File: src/rtl/rns_compare_pkg.sv
// Shared constants, width helpers and result type for the RNS {2^N-1, 2^N, 2^N+1} comparator.
package rns_compare_pkg;

  localparam int unsigned N_DEF     = 3;
  localparam int unsigned TAG_W_DEF = 4;

  // Moduli of the set
  function automatic int unsigned m1(input int unsigned n);
    return (32'd1 << n) - 32'd1;
  endfunction

  function automatic int unsigned m2(input int unsigned n);
    return 32'd1 << n;
  endfunction

  function automatic int unsigned m3(input int unsigned n);
    return (32'd1 << n) + 32'd1;
  endfunction

  // Dynamic range M = 2^N * (2^2N - 1) and its half (signed threshold)
  function automatic int unsigned m_range(input int unsigned n);
    return m2(n) * ((32'd1 << (2 * n)) - 32'd1);
  endfunction

  function automatic int unsigned half_m(input int unsigned n);
    return m_range(n) / 32'd2;
  endfunction

  // Residue and reconstruction widths
  function automatic int unsigned r1_w(input int unsigned n);
    return n;
  endfunction

  function automatic int unsigned r2_w(input int unsigned n);
    return n;
  endfunction

  function automatic int unsigned r3_w(input int unsigned n);
    return n + 32'd1;
  endfunction

  function automatic int unsigned z_w(input int unsigned n);
    return 32'd2 * n;
  endfunction

  function automatic int unsigned x_w(input int unsigned n);
    return 32'd3 * n;
  endfunction

  typedef enum logic [1:0] {
    CMP_LT = 2'd0,
    CMP_EQ = 2'd1,
    CMP_GT = 2'd2
  } cmp_e;

endpackage

File: src/rtl/rns_to_bin_mrc.sv
// Two-stage RNS-to-binary reconstruction for one operand; X = {z_o, x2_o}.
module rns_to_bin_mrc
  import rns_compare_pkg::*;
#(
  parameter int unsigned N = N_DEF
) (
  input  logic                   clk_i,
  input  logic                   s1_ld_i,
  input  logic                   s2_ld_i,
  input  logic [r1_w(N)-1:0]     x1_i,
  input  logic [r2_w(N)-1:0]     x2_i,
  input  logic [r3_w(N)-1:0]     x3_i,
  output logic [z_w(N)-1:0]      z_o,
  output logic [r2_w(N)-1:0]     x2_o,
  output logic                   err_o
);

  localparam int unsigned W1 = r1_w(N);
  localparam int unsigned W2 = r2_w(N);
  localparam int unsigned W3 = r3_w(N);
  localparam int unsigned ZW = z_w(N);
  localparam int unsigned DW = N + 3;

  localparam logic [W1-1:0] M1_V    = W1'(m1(N));
  localparam logic [W3-1:0] M3_W3   = W3'(m3(N));
  localparam logic [DW-1:0] M3_V    = DW'(m3(N));
  localparam logic [DW-1:0] M3X2_V  = DW'(2 * m3(N));

  logic [W1:0]   s1_sum;
  logic [W1-1:0] a_d;
  logic [DW-1:0] db;
  logic [W3-1:0] b_d;
  logic          err_d;

  logic [W1-1:0] a_q;
  logic [W3-1:0] b_q;
  logic [W2-1:0] x2_s1_q;
  logic          err_s1_q;

  logic [ZW-1:0] pa;
  logic [ZW-1:0] ra;
  logic [ZW:0]   pbw;
  logic [ZW-1:0] pb;
  logic [ZW-1:0] rb;
  logic [ZW:0]   s2_sum;
  logic [ZW-1:0] z_d;

  logic [ZW-1:0] z_q;
  logic [W2-1:0] x2_s2_q;
  logic          err_s2_q;

  // S1: mixed-radix digits a=(x1-x2) mod 2^N-1, b=(x2-x3) mod 2^N+1, canonical check
  always_comb begin
    s1_sum = {1'b0, x1_i} + {1'b0, ~x2_i};
    a_d    = s1_sum[W1-1:0] + W1'(s1_sum[W1]);
    if (a_d == M1_V) a_d = '0;
    // bias by 2*M3 keeps the difference positive even for out-of-range x3
    db = DW'(x2_i) + M3X2_V - DW'(x3_i);
    if (db >= M3X2_V)    db = db - M3X2_V;
    else if (db >= M3_V) db = db - M3_V;
    b_d   = W3'(db);
    err_d = (x1_i >= M1_V) || (x3_i >= M3_W3);
  end

  // S1 register
  always_ff @(posedge clk_i) begin
    if (s1_ld_i) begin
      a_q      <= a_d;
      b_q      <= b_d;
      x2_s1_q  <= x2_i;
      err_s1_q <= err_d;
    end
  end

  // S2: Z = (a*(2^N+1) + b*(2^N-1)) * 2^(N-1) mod 2^2N-1; scaling is a rotation
  always_comb begin
    pa     = {a_q, a_q};
    ra     = (pa << (N - 1)) | (pa >> (N + 1));
    pbw    = {b_q, W1'(0)} - (ZW + 1)'(b_q);
    pb     = ZW'(pbw);
    rb     = (pb << (N - 1)) | (pb >> (N + 1));
    s2_sum = {1'b0, ra} + {1'b0, rb};
    z_d    = s2_sum[ZW-1:0] + ZW'(s2_sum[ZW]);
    if (z_d == '1) z_d = '0;
  end

  // S2 register
  always_ff @(posedge clk_i) begin
    if (s2_ld_i) begin
      z_q      <= z_d;
      x2_s2_q  <= x2_s1_q;
      err_s2_q <= err_s1_q;
    end
  end

  assign z_o   = z_q;
  assign x2_o  = x2_s2_q;
  assign err_o = err_s2_q;

endmodule

File: src/rtl/rns_compare_pipe.sv
// Three-stage pipelined RNS magnitude comparator with valid/ready handshake.
module rns_compare_pipe
  import rns_compare_pkg::*;
#(
  parameter int unsigned N     = N_DEF,
  parameter int unsigned TAG_W = TAG_W_DEF
) (
  input  logic             clk_in,
  input  logic             rst_n_in,
  input  logic             in_valid_in,
  output logic             in_ready_out,
  input  logic [N-1:0]     a1_in,
  input  logic [N-1:0]     a2_in,
  input  logic [N:0]       a3_in,
  input  logic [N-1:0]     b1_in,
  input  logic [N-1:0]     b2_in,
  input  logic [N:0]       b3_in,
  input  logic             signed_in,
  input  logic [TAG_W-1:0] tag_in,
  output logic             out_valid_out,
  input  logic             out_ready_in,
  output logic             lt_out,
  output logic             eq_out,
  output logic             gt_out,
  output logic             err_out,
  output logic [TAG_W-1:0] tag_out
);

  localparam int unsigned ZW = z_w(N);
  localparam int unsigned XW = x_w(N);
  localparam logic [XW-1:0] HALF_V = XW'(half_m(N));

  logic ld1_c, ld2_c, ld3_c;
  logic s1_ld_c, s2_ld_c, s3_ld_c;
  logic v1_q, v2_q, v3_q;

  logic             sg1_q, sg2_q;
  logic [TAG_W-1:0] tag1_q, tag2_q;

  logic [ZW-1:0] za, zb;
  logic [N-1:0]  x2a, x2b;
  logic          erra, errb;

  logic [XW-1:0] xa_c, xb_c;
  logic          neg_a_c, neg_b_c, err_c;
  cmp_e          cmp_c;
  logic          lt_d, eq_d, gt_d;

  logic             lt_q, eq_q, gt_q, err_q;
  logic [TAG_W-1:0] tag_q;

  // Stage advance: a stage loads when empty or its successor is loading/draining
  always_comb begin
    ld3_c   = !v3_q || out_ready_in;
    ld2_c   = !v2_q || ld3_c;
    ld1_c   = !v1_q || ld2_c;
    s1_ld_c = ld1_c && in_valid_in;
    s2_ld_c = ld2_c && v1_q;
    s3_ld_c = ld3_c && v2_q;
  end

  assign in_ready_out = ld1_c;

  // Per-stage valid bits
  always_ff @(posedge clk_in or negedge rst_n_in) begin
    if (!rst_n_in) begin
      v1_q <= 1'b0;
      v2_q <= 1'b0;
      v3_q <= 1'b0;
    end else begin
      if (ld1_c) v1_q <= in_valid_in;
      if (ld2_c) v2_q <= v1_q;
      if (ld3_c) v3_q <= v2_q;
    end
  end

  // Sign mode and tag follow the data through S1/S2
  always_ff @(posedge clk_in) begin
    if (s1_ld_c) begin
      sg1_q  <= signed_in;
      tag1_q <= tag_in;
    end
    if (s2_ld_c) begin
      sg2_q  <= sg1_q;
      tag2_q <= tag1_q;
    end
  end

  rns_to_bin_mrc #(.N(N)) u_cvt_a (
    .clk_i   (clk_in),
    .s1_ld_i (s1_ld_c),
    .s2_ld_i (s2_ld_c),
    .x1_i    (a1_in),
    .x2_i    (a2_in),
    .x3_i    (a3_in),
    .z_o     (za),
    .x2_o    (x2a),
    .err_o   (erra)
  );

  rns_to_bin_mrc #(.N(N)) u_cvt_b (
    .clk_i   (clk_in),
    .s1_ld_i (s1_ld_c),
    .s2_ld_i (s2_ld_c),
    .x1_i    (b1_in),
    .x2_i    (b2_in),
    .x3_i    (b3_in),
    .z_o     (zb),
    .x2_o    (x2b),
    .err_o   (errb)
  );

  // S3 compare: in signed mode a differing sign decides, else plain magnitude
  always_comb begin
    xa_c    = {za, x2a};
    xb_c    = {zb, x2b};
    neg_a_c = sg2_q && (xa_c >= HALF_V);
    neg_b_c = sg2_q && (xb_c >= HALF_V);
    err_c   = erra || errb;
    cmp_c   = CMP_EQ;
    if (neg_a_c != neg_b_c) cmp_c = neg_a_c ? CMP_LT : CMP_GT;
    else if (xa_c < xb_c)   cmp_c = CMP_LT;
    else if (xa_c > xb_c)   cmp_c = CMP_GT;
    lt_d = !err_c && (cmp_c == CMP_LT);
    eq_d = !err_c && (cmp_c == CMP_EQ);
    gt_d = !err_c && (cmp_c == CMP_GT);
  end

  // S3 output register; holds while stalled
  always_ff @(posedge clk_in or negedge rst_n_in) begin
    if (!rst_n_in) begin
      lt_q  <= 1'b0;
      eq_q  <= 1'b0;
      gt_q  <= 1'b0;
      err_q <= 1'b0;
      tag_q <= '0;
    end else if (s3_ld_c) begin
      lt_q  <= lt_d;
      eq_q  <= eq_d;
      gt_q  <= gt_d;
      err_q <= err_c;
      tag_q <= tag2_q;
    end
  end

  assign out_valid_out = v3_q;
  assign lt_out        = lt_q;
  assign eq_out        = eq_q;
  assign gt_out        = gt_q;
  assign err_out       = err_q;
  assign tag_out       = tag_q;

endmodule
File: config.mk
export PLATFORM = sky130hd
export DESIGN_NAME = rns_compare_pipe
export DESIGN_NICKNAME = d
export VERILOG_FILES = /design/src/rtl/rns_compare_pkg.sv /design/src/rtl/rns_to_bin_mrc.sv /design/src/rtl/rns_compare_pipe.sv
export SDC_FILE = /design/constraint.sdc
export NUM_CORES = 1
export LEC_CHECK = 0
export BUFFER_PORTS_ARGS = -buffer_cell sky130_fd_sc_hd__buf_2
export CAP_MARGIN = 20
export CELL_PAD_IN_SITES_DETAIL_PLACEMENT = 1
export CELL_PAD_IN_SITES_GLOBAL_PLACEMENT = 2
export CORE_ASPECT_RATIO = 1.5
export CORE_UTILIZATION = 36
export DETAILED_ROUTE_END_ITERATION = 6
export PLACE_DENSITY_LB_ADDON = 0.1
export SETUP_SLACK_MARGIN = 0.3
export SYNTH_ARGS = -nofsm -noshare
export SYNTH_HDL_FRONTEND = slang
export SYNTH_SLANG_ARGS = --single-unit
File: constraint.sdc
create_clock -name clk_in -period 3.75 [get_ports clk_in]
set_input_delay 0.375 -clock clk_in [delete_from_list [all_inputs] [get_ports clk_in]]
set_output_delay 0.375 -clock clk_in [all_outputs]
set_load 0.01 [all_outputs]
==> results_dict.tcl <==
set metrics [dict create \
    num-fill-cells 1216 \
    synth_xor_area_share_pct 8.153 \
    syn-cell-area_um2 4174 \
    finalSetupViolCount 0 \
    vias 2823 \
    synth-async-reset-ratio_pct 17.46 \
    p_total_uw 3927 \
    p_int_uw 2597 \
    synth_ff_type "edfxtp_1" \
    wl_met1_um 3363 \
    root_buffer "clkbuf_16" \
    end_kind "flop" \
    ys_seq_elements 63 \
    drt-total-wl_um 8446 \
    post-route-period-util_pct 92.00 \
    die_area_um2 12040 \
    synthToLayoutAreaGrowth_pct 25.93 \
    wl_met3_um 261 \
    tightest_slew_ns 0.4697 \
    finClkSkew_ns 0.006859 \
    syn_inst 362 \
    relSlewSlack_pct 68.46 \
    arrival_ns 3.53 \
    grt_pass1_vias 3095 \
    diodes 0 \
    cts_tree "yes" \
    core_area_um2 11170 \
    rsz0062_at_grt "true" \
    syn_nets 459 \
    required_ns 3.83 \
    rrSetupSlack_ns 0.30 \
    ir_worst_vdd_v 0.0002627 \
    grt_antenna_before_repair 0 \
    drtPass1Iterations 4 \
    io_buffer_count 38 \
    place_inst 549 \
    final_nets 528 \
    die_h_um 133.9 \
    fmax_mhz 289.9 \
    grt.total_usage_pct 14.91 \
    fin_area_um2 5256 \
    r2r-start "u_cvt_a.b_q[0]" \
    synth_top_family_by_area "adder cells" \
    drive_gt1_share_pct 25.23 \
    synth-compound-area-share_pct 10.52 \
    start_util_pct 37.36 \
    grt_max_degree 27 \
    wl_per_cell_um 14.49 \
    synth_area_per_cell_um2 11.53 \
    seq_area_frac_synth_pct 44.00 \
    cp-startpoint "u_cvt_a.b_q[0]" \
    ant_nets 0 \
    p_sw_uw 1330 \
    p_leak_uw 0.002369 \
    synthSimpleGateAreaFrac_pct 9.712 \
    finalMaxSlewViolations 0 \
    grt.overflow.total 0 \
    row_count 47 \
    clock_path_buffers 2 \
    cts_buffers 9 \
    p_per_area_nw_per_um2 747.1 \
    clk_pin_slew_ns 0.05 \
    path_class "reg -> reg" \
    combPwrFrac_pct 50.4 \
    fin_setup_tns_ns 0 \
    die_w_um 89.92 \
    crit_fanout 5 \
    fin_cells 583 \
    top_layer "met4" \
    p_sw_share_pct 33.87 \
    routed_via_density 4.842 \
    yosysWarnings 0 \
    min_from "tag_in[2]" \
    hold_violations 0 \
    period_needed_ns 3.450 \
    drc 0 \
    synth_edf_count 52 \
    critPathLaunchType "flop" \
    yosysUniqueCellTypes 41 \
    outcome "complete, no violations" \
    cap_viol_max_count 0 \
    synth_fa_ha_area_share_pct 21.46 \
    wl_met2_um 4655 \
    place.detailed.hpwl_um 6420 \
    grt_pass1_wl_um 13940 \
    drtIter0Drc 50 \
    clkPwrFrac_pct 21.8 \
    clkLatencyLatePin_ns 0.33 \
    clock-sinks 63 \
    placed_cell_area_um2 4567 \
    pwr-share-seq_pct 27.8 \
    hold_class "in -> reg" \
    cts_max_level 3 \
    synthMuxAreaShare_pct 1.559 \
    io_pins 39 \
    place_congestion 0.7655 \
]
[cells by family after synthesis]
logic type               after synthesis
XOR/XNOR                              34
flip-flops                            63
adder cells (fa/ha/maj)               68
AND/OR/NAND/NOR                       73
AO/OA/AOI/OAI                         67
buffers and inverters                 51
multiplexers                           6
[metal layers]
metal / global-route usage [%] / up-vias
met3: 3.515 / 10
li1: - / 1417
met4: 6.720 / 0
met1: 14.47 / 1356
met2: 29.44 / 40
met5: 0 / -
[final cells by class]
type                       count  area, um^2  area share [%]
multi-input combinational    248        2371           45.11
timing repair buffer          58       354.1           6.737
inverter                      51       193.9           3.690
clock inverter                 1       5.005         0.09522
sequential                    63        1837           34.94
tap                          147       183.9           3.499
clock buffer                  15       311.5           5.927
[layout by cell type (no fill, tap or decap), types with 3 or more instances in the layout]
cell	instances
a211oi_1	4
a21boi_0	6
a21o_1	11
a21oi_1	10
a22oi_1	3
a31oi_1	3
and2_1	8
and2_4	4
buf_2	38
buf_4	17
clkbuf_1	3
clkbuf_16	12
dfrtp_1	11
edfxtp_1	52
fa_1	4
ha_1	52
ha_2	3
ha_4	7
inv_1	48
mux2_2	4
nand2_1	10
nand2b_1	7
nand3_1	8
nor2_1	11
nor2b_1	5
nor3_1	6
o21ai_0	10
o21ai_1	5
o21bai_1	4
xnor2_1	19
xnor2_2	5
xor2_1	7
[power groups by stage]
stage                     Sequential [uW]  Combinational (uW)  Clock, uW
after floorplan                      1080                1190          0
after global placement               1100                1520          0
after detailed placement             1110                1560          0
after CTS                            1100                1730        878
after global routing                 1110                2220        906
final                                1090                1980        854
[flip-flops by register name, indices dropped and copies added, names as in the netlist, 4 cells and up]
register and count:
u_cvt_b.z_o 6, tag1_q 4, tag2_q 4, u_cvt_a.b_q 4, u_cvt_a.z_o 6, u_cvt_b.b_q 4
tag_out 4
[worst max-delay path: stages (launching register included)]
cell and delay, ns:
edfxtp_1 0.44, ha_4 0.28, a31oi_4 0.19, xnor2_2 0.08
ha_2 0.19, fa_2 0.34, a21o_1 0.17, a21oi_2 0.14
nor2b_1 0.06, o21ai_1 0.11, nand2b_1 0.09, ha_2 0.21
ha_4 0.27, nand2_1 0.06, nor2_1 0.09, nand3_1 0.11
nand2b_4 0.18, and2_1 0.18
[cells in the mapped netlist, drive strengths merged, types with 2 or more instances]
master | count | area share (%)
and3 | 4 | 0.84
xnor2 | 25 | 5.6
mux2i | 2 | 0.48
xnor3 | 2 | 1.1
a31oi | 5 | 0.75
o31ai | 2 | 0.36
a21o | 11 | 2.0
inv | 51 | 4.6
nor2 | 11 | 0.99
a211oi | 4 | 0.72
o21bai | 5 | 0.99
o21ai | 16 | 1.9
edfxtp | 52 | 37
ha | 62 | 19
a22oi | 3 | 0.54
nand2b | 9 | 1.4
and4 | 2 | 0.42
a21oi | 11 | 1.3
mux2 | 4 | 1.1
nor4 | 2 | 0.30
nand4 | 2 | 0.30
nor2b | 5 | 0.75
fa | 6 | 2.9
xor2 | 7 | 1.5
nand3 | 8 | 0.96
a21boi | 6 | 1.1
nand2 | 11 | 1.0
dfrtp | 11 | 6.6
and2 | 12 | 1.8
nor3 | 6 | 0.72
[metrics by stage]
| step | util (%) | hold WS (ns) | worst slack (ns) |
|---|---|---|---|
| 2_1_floorplan | - | 0.07941 | 0.3115 |
| 6_report | 47.04 | 0.2177 | 0.3001 |
| 3_5_place_dp | 40.87 | 0.2580 | 0.02201 |
| 5_1_grt | 47.04 | 0.2036 | 0.04783 |
| 4_1_cts | 45.08 | 0.2077 | 0.3026 |
| 3_3_place_gp | 40.87 | 0.2631 | 0.1644 |
[worst paths after layout]
path / endpoint / cells past startpoint
max: u_cvt_a.z_o[3] / 17
min: tag1_q[2] / 1
max reg2reg: u_cvt_a.z_o[3] / 17
min reg2reg: u_cvt_a.err_o / 0
max in group asynchronous: v1_q / 2
min in group asynchronous: v2_q / 2
[repair_timing]
| action | CTS | global route |
|---|---|---|
| endpoints found under the setup margin | 12 | 12 |
| pin swaps | 10 | 18 |
| hold buffers | 1 | 0 |
| gates resized for setup | 20 | 21 |
| cloned | 0 | 0 |
| buffers inserted | 6 | 10 |
| hold endpoints to repair | 11 | 0 |
(Power assumes the default switching activity.)
